$ cat config.mk
export PLATFORM = sky130hd
export DESIGN_NAME = vga_timing_prog
export DESIGN_NICKNAME = d
export VERILOG_FILES = /design/src/rtl/vga_timing_prog.sv
export SDC_FILE = /design/constraint.sdc
export NUM_CORES = 1
export LEC_CHECK = 0
export ABC_AREA = 1
export BUFFER_PORTS_ARGS = -buffer_cell sky130_fd_sc_hd__buf_2
export CAP_MARGIN = 30
export CORE_ASPECT_RATIO = 0.7
export CORE_MARGIN = 3
export CORE_UTILIZATION = 25
export CTS_CLUSTER_DIAMETER = 200
export DETAILED_ROUTE_END_ITERATION = 10
export GPL_TIMING_DRIVEN = 0
export PLACE_DENSITY = 0.4
export SETUP_SLACK_MARGIN = 0.05
export SYNTH_ARGS = -nofsm -noshare
export SYNTH_HDL_FRONTEND = slang
export SYNTH_SLANG_ARGS = --single-unit
export TNS_END_PERCENT = 20
$ cat constraint.sdc
create_clock -name i_clk -period 10.1 [get_ports i_clk]
set_clock_uncertainty 0.15 [all_clocks]
set_input_delay 1.01 -clock i_clk [delete_from_list [all_inputs] [get_ports i_clk]]
set_output_delay 1.01 -clock i_clk [all_outputs]
set_load 0.02 [all_outputs]
$ cat src/rtl/vga_timing_prog.sv
// ---------------------------------------------------------------------------
// vga_timing_prog
//   Runtime-programmable video timing generator. A timing set (resolution,
//   porches, sync widths, sync polarities) is offered on a valid/ready config
//   port, checked, and held as "pending" until the last pixel of the current
//   frame. Only then is it copied to the active set, so a frame is never torn.
//   Sync/DE/marker outputs can be delayed LEAD cycles behind the coordinate
//   outputs to line up with a downstream pixel pipeline.
//
// Ports
//   i_clk, i_rst          pixel clock, synchronous active-high reset
//   i_cfg_valid           config word offered
//   o_cfg_ready           no pending set; an offer will be taken
//   i_cfg_h / i_cfg_v     {res, fp, sync, bp}, res in the MSBs
//   i_cfg_pol             {hpol, vpol}, 1 = active-high sync
//   o_cfg_err             1-cycle pulse: offered set was rejected
//   o_cfg_applied         1-cycle pulse: pending set became active, shown with (0,0)
//   o_sx / o_sy           pixel / line counters, blanking included
//   o_hs / o_vs           sync outputs with polarity applied
//   o_de                  active-video enable
//   o_frame / o_line      markers at (0,0) and at sx=0
// ---------------------------------------------------------------------------
module vga_timing_prog #(
    parameter int unsigned W       = 12,
    parameter int unsigned LEAD    = 0,
    parameter int unsigned D_HRES  = 640,
    parameter int unsigned D_HFP   = 16,
    parameter int unsigned D_HSYNC = 96,
    parameter int unsigned D_HBP   = 48,
    parameter int unsigned D_VRES  = 480,
    parameter int unsigned D_VFP   = 10,
    parameter int unsigned D_VSYNC = 2,
    parameter int unsigned D_VBP   = 33,
    parameter bit          D_HPOL  = 1'b0,
    parameter bit          D_VPOL  = 1'b0
) (
    input  logic           i_clk,
    input  logic           i_rst,
    input  logic           i_cfg_valid,
    output logic           o_cfg_ready,
    input  logic [4*W-1:0] i_cfg_h,
    input  logic [4*W-1:0] i_cfg_v,
    input  logic [1:0]     i_cfg_pol,
    output logic           o_cfg_err,
    output logic           o_cfg_applied,
    output logic [W-1:0]   o_sx,
    output logic [W-1:0]   o_sy,
    output logic           o_hs,
    output logic           o_vs,
    output logic           o_de,
    output logic           o_frame,
    output logic           o_line
);

    // One axis of timing; field order matches the packed config word.
    typedef struct packed {
        logic [W-1:0] res;
        logic [W-1:0] fp;
        logic [W-1:0] sync;
        logic [W-1:0] bp;
    } axis_t;

    localparam axis_t DEF_H = '{res: W'(D_HRES), fp: W'(D_HFP), sync: W'(D_HSYNC), bp: W'(D_HBP)};
    localparam axis_t DEF_V = '{res: W'(D_VRES), fp: W'(D_VFP), sync: W'(D_VSYNC), bp: W'(D_VBP)};

    // Flag bundle {hs, vs, de, frame, line}; IDLE is the inactive pattern for the defaults.
    localparam logic [4:0] IDLE = {~D_HPOL, ~D_VPOL, 3'b000};

    // Total with two guard bits so an overflowing offer is detectable.
    function automatic logic [W+1:0] axis_total(input axis_t a);
        return {2'b00, a.res} + {2'b00, a.fp} + {2'b00, a.sync} + {2'b00, a.bp};
    endfunction

    function automatic logic axis_ok(input axis_t a);
        logic [W+1:0] tot;
        tot = axis_total(a);
        return (a.res != '0) && (a.sync != '0) && (tot[W+1:W] == 2'b00);
    endfunction

    // ------------------------------------------------------------------ state
    axis_t        act_h_q, act_h_d, act_v_q, act_v_d;
    axis_t        pnd_h_q, pnd_h_d, pnd_v_q, pnd_v_d;
    logic [1:0]   act_pol_q, act_pol_d, pnd_pol_q, pnd_pol_d;
    logic         pend_q, pend_d;
    logic         run_q, run_d;      // low for the one cycle after reset that shows (0,0)
    logic [W-1:0] sx_q, sx_d, sy_q, sy_d;
    logic         err_q, err_d;
    logic         applied_q, applied_d;

    // ------------------------------------------------------- counter limits
    logic [W+1:0] htot_full, vtot_full;
    logic [W-1:0] htot, vtot;
    logic         h_last, v_last;
    logic         cfg_fire, cfg_good;

    always_comb begin
        htot_full = axis_total(act_h_q);
        vtot_full = axis_total(act_v_q);
        htot      = htot_full[W-1:0];
        vtot      = vtot_full[W-1:0];
        h_last    = (sx_q == htot - 1'b1);
        v_last    = (sy_q == vtot - 1'b1);
        cfg_fire  = i_cfg_valid && !pend_q;
        cfg_good  = axis_ok(axis_t'(i_cfg_h)) && axis_ok(axis_t'(i_cfg_v));
    end

    // ------------------------------------------------------------ next state
    always_comb begin
        // NOTE: every _d gets a default up front, so no path through this block can infer a latch.
        act_h_d   = act_h_q;
        act_v_d   = act_v_q;
        act_pol_d = act_pol_q;
        pnd_h_d   = pnd_h_q;
        pnd_v_d   = pnd_v_q;
        pnd_pol_d = pnd_pol_q;
        pend_d    = pend_q;
        run_d     = 1'b1;
        sx_d      = sx_q;
        sy_d      = sy_q;
        err_d     = 1'b0;
        applied_d = 1'b0;

        if (run_q) begin
            if (h_last) begin
                sx_d = '0;
                if (v_last) begin
                    sy_d = '0;
                    // Frame boundary: swap in the pending set together with the wrap to (0,0).
                    if (pend_q) begin
                        act_h_d   = pnd_h_q;
                        act_v_d   = pnd_v_q;
                        act_pol_d = pnd_pol_q;
                        pend_d    = 1'b0;
                        applied_d = 1'b1;
                    end
                end else begin
                    sy_d = sy_q + 1'b1;
                end
            end else begin
                sx_d = sx_q + 1'b1;
            end
        end

        // Evaluated after the apply so a same-cycle accept leaves the new word pending.
        if (cfg_fire) begin
            if (cfg_good) begin
                pnd_h_d   = axis_t'(i_cfg_h);
                pnd_v_d   = axis_t'(i_cfg_v);
                pnd_pol_d = i_cfg_pol;
                pend_d    = 1'b1;
            end else begin
                err_d = 1'b1;
            end
        end
    end

    always_ff @(posedge i_clk) begin
        // NOTE: state registers use non-blocking assignments so every register samples pre-edge values.
        if (i_rst) begin
            act_h_q   <= DEF_H;
            act_v_q   <= DEF_V;
            act_pol_q <= {D_HPOL, D_VPOL};
            pnd_h_q   <= DEF_H;
            pnd_v_q   <= DEF_V;
            pnd_pol_q <= {D_HPOL, D_VPOL};
            pend_q    <= 1'b0;
            run_q     <= 1'b0;
            sx_q      <= '0;
            sy_q      <= '0;
            err_q     <= 1'b0;
            applied_q <= 1'b0;
        end else begin
            act_h_q   <= act_h_d;
            act_v_q   <= act_v_d;
            act_pol_q <= act_pol_d;
            pnd_h_q   <= pnd_h_d;
            pnd_v_q   <= pnd_v_d;
            pnd_pol_q <= pnd_pol_d;
            pend_q    <= pend_d;
            run_q     <= run_d;
            sx_q      <= sx_d;
            sy_q      <= sy_d;
            err_q     <= err_d;
            applied_q <= applied_d;
        end
    end

    // -------------------------------------------------- flags from counters
    logic [W-1:0] h_sync_beg, h_sync_end, v_sync_beg, v_sync_end;
    logic         hs_in, vs_in;
    logic [4:0]   flags_c;

    always_comb begin
        h_sync_beg = act_h_q.res + act_h_q.fp;
        h_sync_end = h_sync_beg + act_h_q.sync;
        v_sync_beg = act_v_q.res + act_v_q.fp;
        v_sync_end = v_sync_beg + act_v_q.sync;
        hs_in      = run_q && (sx_q >= h_sync_beg) && (sx_q < h_sync_end);
        vs_in      = run_q && (sy_q >= v_sync_beg) && (sy_q < v_sync_end);
        flags_c    = {~(hs_in ^ act_pol_q[1]),
                      ~(vs_in ^ act_pol_q[0]),
                      run_q && (sx_q < act_h_q.res) && (sy_q < act_v_q.res),
                      run_q && (sx_q == '0) && (sy_q == '0),
                      run_q && (sx_q == '0)};
    end

    // ------------------------------------------------------ LEAD delay line
    logic [4:0] flags_o;

    generate
        if (LEAD == 0) begin : g_no_delay
            assign flags_o = flags_c;
        end else begin : g_delay
            logic [4:0] dly_q [LEAD];
            always_ff @(posedge i_clk) begin
                // NOTE: this small delay line is reset on purpose so it never emits stale sync/DE after reset.
                if (i_rst) begin
                    for (int i = 0; i < LEAD; i++) dly_q[i] <= IDLE;
                end else begin
                    dly_q[0] <= flags_c;
                    for (int i = 1; i < LEAD; i++) dly_q[i] <= dly_q[i-1];
                end
            end
            assign flags_o = dly_q[LEAD-1];
        end
    endgenerate

    // ---------------------------------------------------------------- outputs
    assign o_sx          = sx_q;
    assign o_sy          = sy_q;
    assign {o_hs, o_vs, o_de, o_frame, o_line} = flags_o;
    assign o_cfg_ready   = ~pend_q;
    assign o_cfg_err     = err_q;
    assign o_cfg_applied = applied_q;

endmodule

# Word-level counts from Yosys, hierarchy flattened
# Index checks and enable logic that the tools add are counted.
# totals
reg_bits,224
input_bits,101
out_inout_bits,32
word_cells,99
# classes
addsub,20
n_lt_le_gt_ge,6
eq_ne,2
n_mux,10
n_bitwise,9
n_reduce_logical,28
# op_table
op,count
$add 12x12->12,10
$lt 12x12->1,4
$reduce_bool 12->1,4
$add 13x12->14,2
$add 14x12->14,2
$add 12x12->13,2
$add 12x1->12 const B,2
$eq 12x12->1,2
$ge 12x12->1,2
$logic_not 12->1,2
$mux 12,2
$sub 12x1->12 const B,2
$logic_and 1x1->1,14
$mux 1,8
$not 1->1,7
$logic_not 2->1,2
$reduce_and 2->1,2
$reduce_and 4->1,1
$reduce_or 4->1,1
$reduce_or 2->1,1
$xor 1x1->1,2
$logic_not 1->1,1

# Depth between registers and ports, before layout
# Gate-level depths: netlist of the first run.
# logic_depth
word_depth,10
mapped_depth,25
depth_no_buf,25

# Least setup slack after synthesis of the first run
# OpenSTA, ideal clock, no wires.
# synth_path
path_kind,register -> output
start,register act_h_q[24] (netlist name)
end,output o_hs
arrival_ps,3774
t_required_ps,8940
slack_ps,5166
path_stages_with_launch,26
n_path_buf,0
path_cell_list,dfxtp_1 ha_1 fa_1 a21oi_1 o21ai_0 a21oi_1 o21bai_1 xor2_1 inv_1 ha_1 nand2_1 nor3_1 nand2_1 nand3_1 nand3_1 nand2_1 nand2_1 nand2_1 a21oi_1 xnor2_1 ha_1 a21oi_1 o21ai_0 a21oi_1 nand4_1 xor2_1
# synth_via
elab_chain_cells,6
elab_cells_between_ends,8
classes_between,2 x add/sub; 2 x order compare; 2 x bitwise; 2 x reduce/logical
# synth_lines
item,line_no,text
from (decl),81,"axis_t act_h_q, act_h_d, act_v_q, act_v_d;"
from (signal assigned),173,act_h_q <= act_h_d;
$add 12x12->12 *,194,h_sync_beg = act_h_q.res + act_h_q.fp;
$add 12x12->12 or $ge 12x12->1 (tied branches),"195, 198",
$lt 12x12->1 or $logic_and 1x1->1 (tied branches),198,hs_in = run_q && (sx_q >= h_sync_beg) && (sx_q < h_sync_end);
$logic_and 1x1->1 *,198,
$xor 1x1->1 *,200,"flags_c = {~(hs_in ^ act_pol_q[1]),"
$not 1->1 *,200,
to (decl),48,"output logic o_hs,"
# Mark *: on every way between the ends. The rest lies on a longest branch, timed or not.

# Worst setup path after layout of the first run
# layout_path
start,register act_h_q[36] (netlist name)
end,output o_hs
# The elaborated chain is that of the path after synthesis.

==> results of run 1 <==
cell type report:
| cell class | instances | share of cell area |
|---|---|---|
| Inverter | 344 | 0.06515 |
| Multi-Input combinational cell | 1717 | 0.5534 |
| Tap cell | 891 | 0.05625 |
| Sequential cell | 224 | 0.2262 |
| Timing Repair Buffer | 132 | 0.03333 |
| Clock inverter | 9 | 0.006565 |
| Clock buffer | 38 | 0.03712 |
| Buffer | 95 | 0.02197 |
routing by layer:
metal  global-route usage  vias to the layer above
met5                    0                        -
met4              0.02264                        0
met3              0.02936                       50
met2               0.2208                      360
met1               0.2973                     7205
li1                     -                     7970
path summary, 6_finish.rpt:
path | depth (start not counted) | end
setup / recovery | 26 | o_hs
hold / removal | 2 | act_v_q[10]$_SDFFE_PP0P_
setup reg to reg | 22 | act_h_q[18]$_SDFFE_PP1P_
hold reg to reg | 2 | act_v_q[10]$_SDFFE_PP0P_
worst max-delay path: cells and delay by family, from the launching register on:
kind | cells | cell delay (ps)
adder cells (fa/ha/maj) | 4 | 1230
AO/OA/AOI/OAI | 8 | 1160
AND/OR/NAND/NOR | 9 | 920
XOR/XNOR | 3 | 730
flip-flops | 1 | 570
buffers and inverters | 2 | 300
power groups by stage:
stage	clock network (mW)	registers (mW)	logic (mW)
floorplan	0	1.00	0.292
global placement	0	1.04	0.424
detailed placement	0	1.04	0.428
CTS	0.996	1.02	0.433
global route	1.03	1.03	0.502
finish	0.970	1.02	0.429
sequential cells by signal (all words and copies together), names as in the netlist, 2 cells and up:
| name | cells |
|---|---|
| pnd_pol_q | 2 |
| act_pol_q | 2 |
| o_sy | 12 |
| act_v_q | 48 |
| act_h_q | 48 |
| pnd_v_q | 48 |
| o_sx | 12 |
| pnd_h_q | 48 |
logic make-up after synthesis:
| family | share of synthesized area |
|---|---|
| fa+ha+maj | 0.2427 |
| xor+xnor | 0.04588 |
| simple gates | 0.2755 |
| flops | 0.2610 |
| buf+inv | 0.1005 |
| compound gates | 0.07444 |
per-stage QoR:
stage / power [mW] / setup slack (ps) / utilization / cell area [um^2] / hold slack [ps]
after floorplan: 1.292 / 5166 / - / 17180 / 278.9
after global placement: 1.461 / 4037 / 0.2820 / 18950 / 297.5
after detailed placement: 1.467 / 4008 / 0.2820 / 18950 / 303.7
after CTS: 2.448 / 3366 / 0.2949 / 19820 / 316.2
after global routing: 2.561 / 2961 / 0.2949 / 19820 / 338.6
final: 2.422 / 3453 / 0.2949 / 19820 / 312.8
layout by cell type (no fill, tap or decap), types with 6 or more instances in the layout:
master / Yosys / final
a211oi_1: 7 / 7
a21oi_1: 178 / 178
buf_2: 31 / 163
buf_4: 6 / 6
clkbuf_1: 53 / 61
clkbuf_16: 0 / 26
dfxtp_1: 224 / 224
fa_1: 92 / 92
ha_1: 186 / 186
inv_1: 336 / 336
inv_2: 6 / 6
nand2_1: 566 / 566
nand3_1: 105 / 105
nand4_1: 129 / 129
nor2_1: 265 / 265
nor3_1: 23 / 23
nor4_1: 8 / 8
o211ai_1: 7 / 7
o21ai_0: 25 / 25
o21bai_1: 9 / 9
xnor2_1: 30 / 30
xor2_1: 60 / 60
==> flow_summary.json, run 1 <==
{
  "tightestPinTransition_ps": 954.1,
  "cts-resized-gates": 0,
  "dp_hpwl_um": 53210,
  "avgSynthCellArea_um2": 7.218,
  "synth_edf_count": 0,
  "synth_top_area_share": 0.2610,
  "cts.clk_slew.worst_paths_ps": 60,
  "grt_pass1_wl_um": 94960,
  "register_area_um2": 4484,
  "ff2ff_setup_slack_ps": 4840,
  "diodes": 0,
  "peakVddDrop_v": 0.0001140,
  "arrival_ps": 5490,
  "cts_root_buf": "clkbuf_16",
  "wl_per_cell_um": 18.28,
  "cts_tree": "done",
  "fin_setup_tns_ps": 0,
  "numPortBuffers": 132,
  "met2_length_um": 22050,
  "setup_viol": 0,
  "synth_top_area_cell": "dfxtp_1",
  "area_growth_pct": 15.38,
  "cts_max_path_buffers": 3,
  "via_per_inst": 4.517,
  "hold_viol_final": 0,
  "highest_layer": "met4",
  "fp.dieH_um": 225.3,
  "die_w_um": 319.3,
  "clkLatencyLatePin_ps": 570,
  "crit_slowest_cell": "dfxtp_1",
  "cts_sinks": 224,
  "core_area_um2": 67210,
  "synth_ff_type": "dfxtp_1",
  "leakagePower_nw": 9.638,
  "htreeDepth": 1,
  "io_pins": 133,
  "fmax_mhz": 150.4,
  "multiInputGateArea_um2": 10970,
  "fin_crit_ps": 6647,
  "async_flop_share": 0,
  "yosys_warnings": 0,
  "drtIter0Drc": 1114,
  "ys_seq_area_frac": 0.2610,
  "cts_hold_buf": 0,
  "critical_path_class": "register to output port",
  "r2r_start": "act_v_q[13]$_SDFFE_PP1P_",
  "wl_met3_um": 3576,
  "critPathRequiredTime_ps": 8940,
  "worstSetupStartpoint": "act_h_q[36]$_SDFFE_PP0P_",
  "start_kind": "register",
  "ant_nets": 0,
  "drive_gt1_frac": 0.08792,
  "p_int_mw": 1.668,
  "nNetsFinal": 2919,
  "placedCellCount": 3403,
  "min_path_type": "register to register",
  "finalCritPeriodShare": 0.6581,
  "grt_pass1_vias": 15120,
  "sw_frac_of_total": 0.3112,
  "worstPathMaxFanout": 5,
  "synth_nets": 2759,
  "netSwitchingPower_uw": 753.7,
  "antenna_found_initial": 1,
  "grt_max_degree": 15,
  "status": "finished clean",
  "synthesis.area_um2": 17180,
  "vias": 15590,
  "fp-row-count": 79,
  "grt_use_total": 0.1742,
  "hp-start": "act_v_q[10]$_SDFFE_PP0P_",
  "endpoint_kind": "output port",
  "cts_made_buffers": 26,
  "fin_cells": 3450,
  "p_per_area_nw_per_um2": 122.2,
  "post_cts_buffers": 0,
  "firstDrtPassIters": 5,
  "synth_area_leaders": "dfxtp_1 (26%), ha_1 (14%), nand2_1 (12%)",
  "netlist_instances": 2380,
  "netlist_top_cells_count": "nand2_1 (566), inv_1 (336), nor2_1 (265)",
  "synth.most_common_cell": "nand2_1",
  "max_slew_margin": 0.3639,
  "wl_met1_um": 36650,
  "comb_power_share": 0.177,
  "grt.overflow.total": 0,
  "slew_violations": 0,
  "rsz0062_at_grt": "no",
  "totalWireLength_um": 63060,
  "p_clk_frac": 0.401,
  "finalWeightedCongestion": 0.8602,
  "start_util": 0.2556,
  "dieArea_um2": 71950,
  "ys_types": 41,
  "n_fill_cell": 7442,
  "power_frac_seq": 0.422,
  "remaining_drc_errors": 0,
  "synth-seq-cells": 224,
  "slowest_delay_ps": 570,
  "cap_viol_max_count": 0
}
Note: power is estimated with default switching activity, not from simulation.
==> run 2: changes to the inputs <==
--- a/config.mk
+++ b/config.mk
@@ -5,7 +5,7 @@
 export SDC_FILE = /design/constraint.sdc
 export NUM_CORES = 1
 export LEC_CHECK = 0
-export ABC_AREA = 1
+export ABC_AREA = 0
 export BUFFER_PORTS_ARGS = -buffer_cell sky130_fd_sc_hd__buf_2
 export CAP_MARGIN = 30
 export CORE_ASPECT_RATIO = 0.7
@@ -14,7 +14,7 @@
 export CTS_CLUSTER_DIAMETER = 200
 export DETAILED_ROUTE_END_ITERATION = 10
 export GPL_TIMING_DRIVEN = 0
-export PLACE_DENSITY = 0.4
+export PLACE_DENSITY = 0.41
 export SETUP_SLACK_MARGIN = 0.05
 export SYNTH_ARGS = -nofsm -noshare
 export SYNTH_HDL_FRONTEND = slang
==> constraint.sdc (replaced) <==
create_clock -name i_clk -period 5.75 [get_ports i_clk]
set_clock_uncertainty 0.15 [all_clocks]
set_input_delay 0.575 -clock i_clk [delete_from_list [all_inputs] [get_ports i_clk]]
set_output_delay 0.575 -clock i_clk [all_outputs]
set_load 0.02 [all_outputs]
==> run 2 against run 1 <==
- synthesized cell count shrank 27%
- final cell count is 20% lower
- worst hold slack got worse by 210 ps
- via count down 19%
- critical path depth down 3
- synthesized area shrank 9.0%
- first-iteration DRC count down 34%
- critical endpoint is now o_vs
- largest cell class unchanged
- highest routed layer unchanged
==> flow_summary.json, run 2 <==
{
  "status": "finished clean",
  "fin_crit_ps": 5722,
  "yosys.area_share.simple": 0.1494,
  "power_frac_seq": 0.426,
  "crit_slowest_cell": "dfxtp_4",
  "numPortBuffers": 131,
  "cts_root_buf": "clkbuf_16",
  "slowest_delay_ps": 360,
  "synth_top_family_by_area": "adder cells",
  "grt_pass1_vias": 12310,
  "synth.most_common_cell": "nand2_1",
  "wl_per_cell_um": 19.77,
  "min_path_cells": 3,
  "synth_ff_type": "dfxtp_1",
  "antenna_found_initial": 0,
  "final_common_cell": "nand2_1",
  "grt_pass1_wl_um": 80930,
  "nNetsFinal": 2298,
  "synth-adder-area-share": 0.2667,
  "start_kind": "register",
  "dieArea_um2": 65610,
  "setup_viol": 0,
  "synth_edf_count": 0,
  "synthXorXnorAreaFrac": 0.06083,
  "netlist_top_cells_count": "nand2_1 (235), dfxtp_1 (224), ha_1 (186)",
  "min_path_type": "primary input to register",
  "netSwitchingPower_mw": 1.025,
  "most-common-layout-cells": "nand2_1 (235), dfxtp_1 (214), ha_1 (182), inv_1 (174), buf_2 (138)",
  "arrival_ps": 5000,
  "sw_frac_of_total": 0.2709,
  "cts_tree": "done",
  "fin_setup_tns_ps": 0,
  "max_slew_margin": 0.3555,
  "async_flop_share": 0,
  "netlist_instances": 1746,
  "firstDrtPassIters": 5,
  "synth_compound_area_frac": 0.1132,
  "synth_nets": 2125,
  "drtIter0Drc": 738,
  "ant_nets": 0,
  "ys_types": 61,
  "cts.clk_slew.worst_paths_ps": 60,
  "critical_path_class": "register to output port",
  "cp_cell_sequence": "ha_4, fa_2, a21o_1, a21oi_2, o21bai_1, a21oi_2, o21bai_1, a21oi_2, o21bai_1, a21oi_2, xnor2_1, ha_1, inv_2, or3_1, mux2i_1, a2111oi_2, ha_1, nor2b_1, o21ai_1, and4b_1, o221ai_4, xor2_4, buf_6",
  "avgSynthCellArea_um2": 8.953,
  "hold_viol_final": 0,
  "cap_viol_max_count": 0,
  "clkLatencyLatePin_ps": 570,
  "cts_made_buffers": 26,
  "reg2regPathDepth": 18,
  "power_mw": 3.784,
  "p_per_area_nw_per_um2": 204.5,
  "slew_violations": 0,
  "cts_hold_buf": 0,
  "fp-row-count": 76,
  "area_growth_pct": 18.38,
  "yosys_warnings": 0,
  "finalCritPeriodShare": 0.9951,
  "synth_area_leaders": "dfxtp_1 (29%), ha_1 (15%), fa_1 (12%)",
  "grt.overflow.total": 0,
  "endpoint_kind": "output port",
  "crit_top_cell": "a21oi_2",
  "synthMuxAreaShare": 0.06475,
  "htreeDepth": 1,
  "remaining_drc_errors": 0,
  "holdWs_ps": 101.5,
  "die_w_um": 304.9,
  "comb_power_share": 0.118,
  "start_util": 0.2533,
  "synth_top_area_cell": "dfxtp_1",
  "leakagePower_nw": 8.596,
  "tightestPinTransition_ps": 966.7,
  "finalWeightedCongestion": 0.8545,
  "rsz0062_at_grt": "yes",
  "cts_max_path_buffers": 3,
  "p_clk_frac": 0.455,
  "critPathRequiredTime_ps": 5030,
  "worstPathMaxFanout": 4,
  "io_pins": 133,
  "dp_hpwl_um": 45260,
  "drive_gt1_frac": 0.1264,
  "synthesis.area_um2": 15630,
  "synth_top_area_share": 0.2869,
  "totalWireLength_um": 54560,
  "fp.dieH_um": 215.2,
  "cts_sinks": 224,
  "p_int_mw": 2.759,
  "grt_max_degree": 15,
  "fmax_mhz": 174.8,
  "vias": 12620,
  "peakVddDrop_v": 0.0002095,
  "synth-seq-cells": 224,
  "core_area_um2": 61710,
  "ys_seq_area_frac": 0.2869,
  "grt_use_total": 0.1637,
  "via_per_inst": 4.573
}
==> run 2: per-layer routing <==
metal	global-route usage	part of all wire	up-vias	routed length [um]
met5	0	0	-	0
met4	0.02404	0.014	0	748
met3	0.01852	0.033	39	1790
met2	0.2293	0.39	216	21240
met1	0.2672	0.56	6095	30780
li1	-	-	6267	-
==> run 2: through the flow <==
step	utilization	worst slack [ps]	instance area [um^2]	std cells
3_5_place_dp	0.2805	-392.4	17310	2696
6_report	0.2999	27.96	18510	2759
3_3_place_gp	0.2805	-387.2	17310	2696
5_1_grt	0.2998	-288.4	18500	2758
2_1_floorplan	-	675.0	15630	1746
4_1_cts	0.2987	-80.53	18440	2753
==> run 2: power groups by stage <==
| stage | logic, mW | clock network, mW | registers [mW] |
|---|---|---|---|
| 6_report | 0.448 | 1.72 | 1.61 |
| 5_1_grt | 0.509 | 1.84 | 1.62 |
| 3_3_place_gp | 0.446 | 0 | 1.65 |
| 2_1_floorplan | 0.253 | 0 | 1.64 |
| 3_5_place_dp | 0.453 | 0 | 1.65 |
| 4_1_cts | 0.458 | 1.77 | 1.61 |
==> run 2: what timing repair did <==
item                       in CTS  in global routing
setup endpoints to repair      65                102
gates resized for setup        45                 10
buffers inserted                9                  5
pin swaps                      16                 17
hold endpoints to repair        0                  0
==> run 2: area by class of cell <==
type | instances | area, um^2
diodes | 1 | 2.502
plain buffers | 58 | 251.5
clock buffers | 42 | 800.8
flip-flops and latches | 224 | 4509
inverters | 176 | 660.6
repair buffers | 145 | 769.5
multi-input cells | 1288 | 10400
clock inverters | 6 | 90.09
fillers | 6502 | 43210
well taps | 819 | 1025
==> run 2: worst max-delay path, delay by kind of cell (launching register included) <==
| family | cells | cell delay, ps |
|---|---|---|
| DFF | 1 | 360 |
| AOI/OAI and AO/OA | 11 | 1480 |
| muxes | 1 | 180 |
| and+or+nand+nor | 3 | 670 |
| adders and majority gates | 4 | 1180 |
| buffers and inverters | 2 | 230 |
| xor gates and xnor gates | 2 | 330 |
==> run 2: final timing paths <==
| check | startpoint | endpoint | slack [ps] |
|---|---|---|---|
| min | i_cfg_pol[1] | pnd_pol_q[1]$_SDFFE_PP0P_ | 100 |
| min reg2reg | pnd_h_q[8]$_SDFFE_PP0P_ | pnd_h_q[8]$_SDFFE_PP0P_ | 300 |
| max | act_v_q[24]$_SDFFE_PP0P_ | o_vs | 30 |
| max reg2reg | act_h_q[13]$_SDFFE_PP0P_ | act_v_q[4]$_SDFFE_PP0P_ | 360 |
==> run 2: cells by family (layout without fill, tap and decap cells) <==
family	count (synthesis)	count (layout)
flip-flops	224	224
AO/OA/AOI/OAI	285	285
AND/OR/NAND/NOR	517	517
buffers and inverters	234	427
adder cells (fa/ha/maj)	278	278
XOR/XNOR	107	107
multiplexers	101	101
other	0	1
==> run 3: changes to the inputs <==
--- a/config.mk
+++ b/config.mk
@@ -6,15 +6,14 @@
 export NUM_CORES = 1
 export LEC_CHECK = 0
 export ABC_AREA = 0
-export BUFFER_PORTS_ARGS = -buffer_cell sky130_fd_sc_hd__buf_2
-export CAP_MARGIN = 30
+export BUFFER_PORTS_ARGS = -buffer_cell sky130_fd_sc_hd__clkbuf_2
 export CORE_ASPECT_RATIO = 0.7
 export CORE_MARGIN = 3
 export CORE_UTILIZATION = 25
 export CTS_CLUSTER_DIAMETER = 200
 export DETAILED_ROUTE_END_ITERATION = 10
 export GPL_TIMING_DRIVEN = 0
-export PLACE_DENSITY = 0.41
+export PLACE_DENSITY = 0.47
 export SETUP_SLACK_MARGIN = 0.05
 export SYNTH_ARGS = -nofsm -noshare
 export SYNTH_HDL_FRONTEND = slang
==> run 3 against run 2 <==
- the flow now finishes with violations (setup timing)
- clock power is 5% lower
- critical endpoint unchanged
- design area shrank 0.22%
- global-route usage fell by 0.52 points
- setup slack worse by 150 ps
- non-clock buffer count down 3
==> flow_summary.json, run 3 (same netlist as run 2, synthesis figures left out) <==
{
  "slew_violations": 0,
  "drive_gt1_frac": 0.1253,
  "htreeDepth": 1,
  "violations": "setup timing",
  "worstSetupStartpoint": "act_v_q[36]$_SDFFE_PP0P_",
  "firstDrtPassIters": 5,
  "min_path_type": "primary input to register",
  "final_common_cell": "nand2_1",
  "fin_area_um2": 18470,
  "remaining_drc_errors": 0,
  "tightestPinTransition_ps": 940.6,
  "worst-path-buf-inv": 2,
  "ant_nets": 0,
  "r2r_start": "act_h_q[13]$_SDFFE_PP0P_",
  "finalCritPeriodShare": 1.022,
  "numPortBuffers": 131,
  "crit_family": "compound AO/OA/AOI/OAI gates",
  "grt_use_total": 0.1585,
  "hp-start": "i_cfg_pol[1]",
  "worst_slack_ps": -125.4,
  "cts_hold_buf": 0,
  "met1_usage": 0.2434,
  "grt_max_degree": 15,
  "power_frac_seq": 0.437,
  "met2_usage": 0.2278,
  "leakagePower_nw": 8.571,
  "core_area_um2": 61710,
  "p_clk_frac": 0.443,
  "cts_root_buf": "clkbuf_16",
  "via_per_inst": 4.613,
  "dpl_cell_area_um2": 17310,
  "cts_tree": "done",
  "hold_viol_final": 0,
  "grt_pass1_wl_um": 79370,
  "most-common-layout-cells": "nand2_1 (235), dfxtp_1 (214), ha_1 (183), inv_1 (174), clkbuf_2 (129)",
  "arrival_ps": 5150,
  "wl_per_cell_um": 18.96,
  "io_pins": 133,
  "cap_viol_max_count": 0,
  "netSwitchingPower_uw": 976.3,
  "cts.clk_slew.worst_paths_ps": 70,
  "p_int_mw": 2.708,
  "endpoint_kind": "output port",
  "ff2ff_setup_slack_ps": 290,
  "fmax_mhz": 170.2,
  "worstPathMaxFanout": 4,
  "cts_max_path_buffers": 3,
  "max_slew_margin": 0.3729,
  "dp_hpwl_um": 43480,
  "fp.dieH_um": 215.2,
  "n_fill_cell": 6519,
  "clkLatencyLatePin_ps": 570,
  "antenna_found_initial": 0,
  "power_mw": 3.684,
  "sw_frac_of_total": 0.2650,
  "crit_slowest_cell": "dfxtp_4",
  "cts_made_buffers": 26,
  "register_area_um2": 4514,
  "start_kind": "register",
  "finalWeightedCongestion": 0.8634,
  "area_growth_pct": 18.12,
  "cp_cell_sequence": "ha_4, fa_2, a21o_1, a21oi_2, o21bai_1, a21oi_2, o21bai_1, a21oi_2, o21bai_1, a21oi_2, xnor2_1, ha_1, inv_2, or3_1, mux2i_2, a2111oi_2, ha_1, nor2b_1, o21ai_1, and4b_1, o221ai_4, xor2_4, buf_8",
  "setup_viol": 1,
  "die_w_um": 304.9,
  "peakVddDrop_v": 0.0002112,
  "fin_crit_ps": 5875,
  "cts_sinks": 224,
  "drtIter0Drc": 699,
  "grt_pass1_vias": 12800,
  "start_util": 0.2533,
  "multiInputGateArea_um2": 10410,
  "crit_top_cell": "a21oi_2",
  "comb_power_share": 0.120,
  "dieArea_um2": 65610,
  "grt.overflow.total": 0,
  "critPathRequiredTime_ps": 5030,
  "fp-row-count": 76,
  "slowest_delay_ps": 380,
  "fin_setup_tns_ps": -125.4,
  "grt_util_met3": 0.02571,
  "nNetsFinal": 2295,
  "vias": 12700,
  "critical_path_class": "register to output port",
  "grt-busiest-layer": "met1",
  "p_per_area_nw_per_um2": 199.5,
  "status": "complete, but fails checks",
  "totalWireLength_um": 52180,
  "rsz0062_at_grt": "yes"
}
[run 3: power by group through the flow]
stage                     logic [mW]  registers (mW)  clock network, mW
final                          0.442            1.61               1.63
after global placement         0.438            1.65                  0
after CTS                      0.451            1.61               1.67
after global routing           0.506            1.61               1.73
after floorplan                0.253            1.64                  0
after detailed placement       0.447            1.65                  0
[run 3: cell type report]
type                    instances  area share
clock inverters                 7    0.005014
diodes                          1   0.0001355
well taps                     819     0.05550
flip-flops and latches        224      0.2445
inverters                     176     0.03578
repair buffers                142     0.04099
clock buffers                  37     0.04072
multi-input cells            1288      0.5638
plain buffers                  58     0.01362
[run 3: final timing paths]
check / end / cells past startpoint
worst max-delay path: o_vs / 23
worst min-delay path: pnd_pol_q[1]$_SDFFE_PP0P_ / 3
worst max register to register: act_h_q[43]$_SDFFE_PP1P_ / 19
worst min register to register: pnd_h_q[8]$_SDFFE_PP0P_ / 2
[run 3: metal layers]
metal	vias up	wire length, um
li1	6248	-
met1	6113	27420
met2	272	20870
met3	62	2612
met4	0	1284
met5	-	0
[run 3: per-stage QoR]
step           hold WS, ps  cells  setup WS [ps]  utilization
3_5_place_dp         292.3   2696         -442.7       0.2805
3_3_place_gp         287.4   2696         -418.8       0.2805
4_1_cts              59.20   2749         -119.5       0.2980
6_report             83.97   2752         -125.4       0.2992
5_1_grt              73.97   2751         -359.4       0.2992
2_1_floorplan        281.2   1746          675.0            -
[run 3: repair_timing]
action | 4_1_cts | 5_1_grt
gates resized for setup | 44 | 16
setup endpoints to repair | 20 | 108
gates cloned | 0 | 0
pin swaps | 24 | 16
buffers inserted | 9 | 2
[run 3: worst min-delay path, cell delays in order]
cell	delay (ps)
clkbuf_2	80
nand2_1	50
a21oi_1	60
